==> config.mk <==
export PLATFORM = sky130hd
export DESIGN_NAME = mem_arbiter
export DESIGN_NICKNAME = d
export VERILOG_FILES = /design/src/rtl/mem_arbiter.sv
export SDC_FILE = /design/constraint.sdc
export NUM_CORES = 1
export LEC_CHECK = 0
export ABC_CLOCK_PERIOD_IN_PS = 2000
export BUFFER_PORTS_ARGS = -buffer_cell sky130_fd_sc_hd__buf_4
export CAP_MARGIN = 5
export CORE_ASPECT_RATIO = 1.25
export CORE_MARGIN = 1
export CORE_UTILIZATION = 46
export DETAILED_ROUTE_END_ITERATION = 6
export PLACE_DENSITY = 0.81
export SLEW_MARGIN = 30
export SYNTH_ARGS = -nofsm -noshare
export SYNTH_HDL_FRONTEND = slang
export SYNTH_SLANG_ARGS = --single-unit
==> constraint.sdc <==
create_clock -name clk -period 2 [get_ports clk]
set_input_delay 0.1 -clock clk [delete_from_list [all_inputs] [get_ports clk]]
set_output_delay 0.1 -clock clk [all_outputs]
set_load 0.02 [all_outputs]
==> src/rtl/mem_arbiter.sv <==
// mem_arbiter: round-robin arbiter sharing one single-port memory between the
// fetch unit and the execution unit, with one transaction in flight at a time.
module mem_arbiter #(
  parameter int ADDR_WIDTH = 12,
  parameter int DATA_WIDTH = 12,
  parameter int RD_LAT     = 1
) (
  input  logic                  clk,
  input  logic                  reset,
  input  logic                  ifu_rd_req,
  input  logic [ADDR_WIDTH-1:0] ifu_rd_addr,
  output logic [DATA_WIDTH-1:0] ifu_rd_data,
  output logic                  ifu_rd_ack,
  input  logic                  exu_rd_req,
  input  logic [ADDR_WIDTH-1:0] exu_rd_addr,
  output logic [DATA_WIDTH-1:0] exu_rd_data,
  output logic                  exu_rd_ack,
  input  logic                  exu_wr_req,
  input  logic [ADDR_WIDTH-1:0] exu_wr_addr,
  input  logic [DATA_WIDTH-1:0] exu_wr_data,
  output logic                  exu_wr_ack,
  output logic                  mem_rd_req,
  output logic                  mem_wr_req,
  output logic [ADDR_WIDTH-1:0] mem_addr,
  output logic [DATA_WIDTH-1:0] mem_wr_data,
  input  logic [DATA_WIDTH-1:0] mem_rd_data,
  output logic                  arb_err
);

  // state | meaning
  // IDLE  | sample requests, pick winner, register address and write data
  // ISSUE | single-cycle memory strobe
  // WAIT  | count down read latency, capture read data at terminal count
  // DONE  | single-cycle ack to the winner, requests ignored
  typedef enum logic [1:0] {IDLE, ISSUE, WAIT, DONE} state_t;

  localparam logic [2:0] LAT_LOAD = 3'(RD_LAT);

  state_t     state, state_nxt;
  logic       last_exu;
  logic       win_exu;
  logic       op_wr;
  logic [2:0] lat_cnt;

  logic exu_req, grant, grant_exu, grant_wr, lat_done;

  // EXU wins when alone, or on contention when IFU held the last grant;
  // a simultaneous EXU read/write resolves to the write.
  always_comb begin
    exu_req   = exu_rd_req | exu_wr_req;
    grant     = (state == IDLE) && (ifu_rd_req || exu_req);
    grant_exu = exu_req && (!ifu_rd_req || !last_exu);
    grant_wr  = grant_exu && exu_wr_req;
    lat_done  = (lat_cnt == 3'd1);
  end

  always_ff @(posedge clk) begin
    if (reset) state <= IDLE;
    else       state <= state_nxt;
  end

  always_comb begin
    state_nxt  = state;
    mem_rd_req = 1'b0;
    mem_wr_req = 1'b0;
    ifu_rd_ack = 1'b0;
    exu_rd_ack = 1'b0;
    exu_wr_ack = 1'b0;
    case (state)
      IDLE: begin
        if (ifu_rd_req || exu_req) state_nxt = ISSUE;
      end
      ISSUE: begin
        mem_rd_req = !op_wr;
        mem_wr_req = op_wr;
        state_nxt  = op_wr ? DONE : WAIT;
      end
      WAIT: begin
        if (lat_done) state_nxt = DONE;
      end
      DONE: begin
        ifu_rd_ack = !win_exu;
        exu_rd_ack = win_exu && !op_wr;
        exu_wr_ack = win_exu && op_wr;
        state_nxt  = IDLE;
      end
      default: state_nxt = IDLE;
    endcase
  end

  always_ff @(posedge clk) begin
    if (reset) begin
      last_exu    <= 1'b0;
      win_exu     <= 1'b0;
      op_wr       <= 1'b0;
      lat_cnt     <= 3'd0;
      mem_addr    <= '0;
      mem_wr_data <= '0;
      ifu_rd_data <= '0;
      exu_rd_data <= '0;
      arb_err     <= 1'b0;
    end else begin
      if (grant) begin
        last_exu <= grant_exu;
        win_exu  <= grant_exu;
        op_wr    <= grant_wr;
        if (grant_wr)       mem_addr <= exu_wr_addr;
        else if (grant_exu) mem_addr <= exu_rd_addr;
        else                mem_addr <= ifu_rd_addr;
        if (grant_wr) mem_wr_data <= exu_wr_data;
      end
      if (state == IDLE && exu_rd_req && exu_wr_req) arb_err <= 1'b1;
      if (state == ISSUE) begin
        lat_cnt <= LAT_LOAD;
      end else if (state == WAIT) begin
        lat_cnt <= lat_cnt - 3'd1;
        if (lat_done) begin
          if (win_exu) exu_rd_data <= mem_rd_data;
          else         ifu_rd_data <= mem_rd_data;
        end
      end
    end
  end

endmodule

# [Word level (Yosys, flattened, before mapping)]
# Index checks and enable logic that the tools add are counted.
[classes] addsub=1 multipliers=0 div_mod_pow=0 magnitude_cmp=0 n_eq_ne=6 shifts=0 mux=13 bitwise_logic=3 reduce_logical=19
[op_table] cell="$mux W12" count=2
[op_table] cell="$mux W1" count=8
[op_table] cell="$pmux W2 S4" count=1
[op_table] cell="$reduce_and A4 Y1" count=2
[op_table] cell="$logic_and A1 B1 Y1" count=7
[op_table] cell="$eq A2 B2 Y1 const B" count=2
[op_table] cell="$mux W2" count=2
[op_table] cell="$reduce_and A2 Y1" count=2
[op_table] cell="$eq A3 B1 Y1 const B" count=1
[op_table] cell="$logic_not A1 Y1" count=3
[op_table] cell="$sub A3 B1 Y3 const B" count=1
[op_table] cell="$eq A2 B1 Y1 const B" count=1
[op_table] cell="$logic_not A2 Y1" count=1
[op_table] cell="$logic_or A1 B1 Y1" count=2
[op_table] cell="$ne A2 B1 Y1 const B" count=1
[op_table] cell="$ne A2 B2 Y1 const B" count=1
[op_table] cell="$not A1 Y1" count=2
[op_table] cell="$reduce_bool A2 Y1" count=1
[op_table] cell="$reduce_or A2 Y1" count=1
[op_table] cell="$or A1 B1 Y1" count=1
[word_totals] regBits=56 latchBits=0 mem_bits_rw=0 rom_bits=0 input_bits=65 wordCells=52 memories=0

# [Logic depth before layout (Yosys ltp)]
[logic_depth] depth_word=5 ltp_mapped=8

# [Worst setup path before layout]
# Ideal clock, no wire load.
[synth_timing] kind="flip-flop to flip-flop" from="reg state[1]" to="reg exu_rd_data[10]" arrival_time_ns=1.495 required_time_ns=1.872 slack_ns=0.378 path_stages_with_launch=9 period_less_slack_ns=1.622 path_cell_list="dfxtp_1 inv_1 ha_1 nor3b_2 and3_1 buf_4 buf_12 mux2i_1 nor2_1"
[synth_via] elab_chain_len=3 word_cells_on_any_way=4 classes_between="eq/ne (2); bitwise (1); reduce/logical (1)"
[synth_lines] element="from (decl)" line_no="39" text="state_t state, state_nxt;"
[synth_lines] element="from (signal assigned)" line_no="59" text="else state <= state_nxt;"
[synth_lines] element="$eq A2 B1 Y1" line_no="113" text="if (state == ISSUE) begin"
[synth_lines] element="$not A1 Y1 (no source line)"
[synth_lines] element="$reduce_and A4 Y1 (no source line) (*)"
[synth_lines] element="to (signal assigned)" line_no="118" text="if (win_exu) exu_rd_data <= mem_rd_data;"
[synth_lines] element="to (decl)" line_no="16" text="output logic [DATA_WIDTH-1:0] exu_rd_data,"
# Mark *: on every way between the ends. The rest lies on a longest branch, timed or not.
# A chain may end at the register's enable or synchronous reset.

# [Worst setup path in the final report]
[layout_timing] from="reg state[1]" to="reg exu_rd_data[2]"
# Same word-level chain as after synthesis.

==> metrics.csv <==
stage;metric;value;unit
global_route;total grt overflow;0;
pwr;P_leak;1.66;nW
placed_design;DPL Wire Length;4630;µm
route;via count;2320;
yosys;syn avg cell area;9.17;µm²
critical_path;CP required;2180;ps
sta;Period minus WS final;1850;ps
sta;Final Hold Viols;0;
final_layout;layout cell share with drive strength beyond 1;0.355;
clock_network;# resized after CTS;0;
route;DRC;0;
job;maxcap violations;0;
clock_network;CTS Buf Count;5;
floorplan;die area;0.00564;mm²
route;Vias/cell;5.25;
run_status;outcome;completed;
clock_network;CTS tree;yes;
sta;period utilization;0.927;
min_path;Hold Path Class;input port to flop;
final_layout;diode count;0;
yosys;#FFs+latches synth;56;
floorplan;core area;0.00512;mm²
route;DRT Pass-1 Iters;4;
clock_network;Sink Count;56;
floorplan;# IOs;119;
pwr;power density cells;1080;mW/mm²
sta;highest clock rate;539;MHz
final_layout;multi-input combinational cell area;0.00121;mm²
yosys;Synth top area share;0.456;
floorplan;Row Count;29;
global_route;largest net degree at the start of global routing;58;
yosys;largest family of logic cells by synthesized area;simple AND/OR/NAND/NOR gates;
final_layout;final net count;453;
clock_network;clk_lat worst skew;310;ps
final_layout;sequential cell area;0.00112;mm²
yosys;top post-synthesis cells by area;dfxtp_1 (46%), mux2i_1 (10%), nor2_1 (6.7%), nand2_1 (4.9%), ha_1 (4.6%);
placed_design;dpl cells;434;
final_layout;fill count;439;
final_layout;Area Growth Syn to Fin;41.1;%
route;initial DRC count;94;
clock_network;Post-CTS Setup Repair Bufs;0;
critical_path;critical path startpoint category;flop;
yosys;Yosys warning total;0;
yosys;Post-synth top cells;dfxtp_1 (56), nor2_1 (44), nand2_1 (32), mux2i_1 (25), a21oi_1 (14);
yosys;Synth Flop Type;dfxtp_1;
clock_network;CTS clk-pin slew, worst paths;90;ps
clock_network;Root Driver;clkbuf_8;
placed_design;port buffer count;118;
sta;unrepaired setup endpoints after global routing;no;
global_route;gr usage total;0.223;
sta;Worst slew margin;0.486;
sta;final-report max-slew violation count;0;
yosys;Yosys cell types;35;
yosys;sequential fraction of the synthesis area;0.456;
yosys;most frequent cell after synthesis;dfxtp_1;
critical_path;Max FO, Critical Path;12;
route;final WL;6050;µm
placed_design;GP Congestion;0.808;
sta;Setup TNS;0;ps
global_route;number of global-route vias before repair;2300;
yosys;post-synthesis mux area share;0.102;
yosys;Post-Syn Instances;268;
clock_network;Clock Path Buffers;2;
critical_path;Critical Path AT;2030;ps
floorplan;Die Width;67.4;µm
yosys;Adder-Cell Fraction of Synth Area;0.0458;
yosys;Syn Nets;342;
critical_path;CP Class;flop to flop;
floorplan;Die H;83.7;µm
route;post-route ant nets;0;
yosys;synthesized area;0.00246;mm²
floorplan;Initial Utilization;0.481;
sta;Final Skew;5.29;ps
clock_network;CTS Hold Bufs;0;
yosys;Synth area leader;dfxtp_1;
sta;actual slew at the worst max-slew pin;767;ps
clock_network;H-Tree Depth;2;
pwr;maximum vdd drop;0.000599;V
sta;final setup fails;0;
yosys;async set or reset register ratio after synthesis;0;
yosys;post-synthesis xor/xnor area fraction;0.00356;
route;Wirelength per Cell;13.7;µm
yosys;EDFF count, synth;0;
yosys;simple logic cell fraction of the synthesized area;0.189;
global_route;first-pass GRT wire length;9740;µm
critical_path;Critical Path End Type;flop;
global_route;initial antenna violation count;0;
final_layout;non-filler cells, final;442;
yosys;Compound-Gate Fraction of Synth Area;0.153;
## cells in the final DEF (no fill, tap or decap), drive strengths merged
cell	netlist	layout
a31oi	1	1
nand3	3	3
bufinv	0	1
a21o	3	3
a22o	10	10
nand2	33	33
nor2	44	44
clkbuf	5	7
dfxtp	56	56
nand2b	3	3
o31ai	2	2
nor2b	3	3
o31a	1	1
a311oi	3	3
buf	13	122
nor4b	1	1
xor2	1	1
and2	1	1
nor3	12	12
a2111oi	1	1
inv	4	4
nand3b	1	1
and3	3	3
a221oi	10	10
a21oi	14	14
nor3b	1	1
ha	9	9
mux2i	25	25
o21a	1	1
o21ai	4	4
## registers in the layout (all words and copies together), names as in the netlist
name / count
exu_rd_data: 12
ifu_rd_data: 12
mem_addr: 12
mem_wr_data: 12
lat_cnt: 3
state: 2
arb_err: 1
op_wr: 1
win_exu: 1
## power by group
group          switching (W)  internal [W]  leakage [nW]
clock               0.000348      0.000442        0.0645
sequential          0.000144       0.00132         0.457
combinational       0.000846      0.000647          1.14
total                0.00134       0.00241          1.66
## per-stage QoR
stage               worst slack [ps]  area, µm²  utilization  power [W]  hold WS [ps]
floorplan                        378       2460            -    0.00244           218
global placement                 323       3340        0.653    0.00293           345
detailed placement               180       3340        0.653    0.00299           350
CTS                              169       3470        0.678    0.00378          21.6
global route                    3.14       3470        0.678    0.00400          28.1
finish                           146       3470        0.678    0.00374          29.9
## cells by family after synthesis
| logic type | after synthesis |
|---|---|
| adder cells (fa/ha/maj) | 9 |
| AND/OR/NAND/NOR | 105 |
| buffers and inverters | 22 |
| multiplexers | 25 |
| AO/OA/AOI/OAI | 50 |
| XOR/XNOR | 1 |
| flip-flops | 56 |
## area by class of cell
| class | instances | area share |
|---|---|---|
| Clock buffer | 7 | 0.0278 |
| Clock inverter | 1 | 0.00866 |
| Inverter | 4 | 0.00433 |
| Multi-Input combinational cell | 190 | 0.350 |
| Sequential cell | 56 | 0.323 |
| Tap cell | 62 | 0.0224 |
| Timing Repair Buffer | 122 | 0.264 |
## worst max-delay path, cell delays in order (launching register included)
cell     delay, ps
dfxtp_1        440
inv_1          140
ha_1           250
nor3b_2        190
and3_1         180
buf_4          230
mux2i_1        230
nor2_1          60
## routing by layer
layer	wire length, µm	GRT usage
met4	110	0.0793
met1	2280	0.224
met2	3100	0.405
met5	0	0
met3	565	0.0765
## path summary, 6_finish.rpt
| kind | from | cells after the start | slack (ps) | to |
|---|---|---|---|---|
| max | state[1] | 7 | 150 | exu_rd_data[2] |
| min | exu_wr_data[0] | 3 | 30 | mem_wr_data[0] |
| max reg2reg | state[1] | 7 | 150 | exu_rd_data[2] |
| min reg2reg | mem_wr_data[0] | 2 | 460 | mem_wr_data[0] |
(Power assumes the default switching activity.)
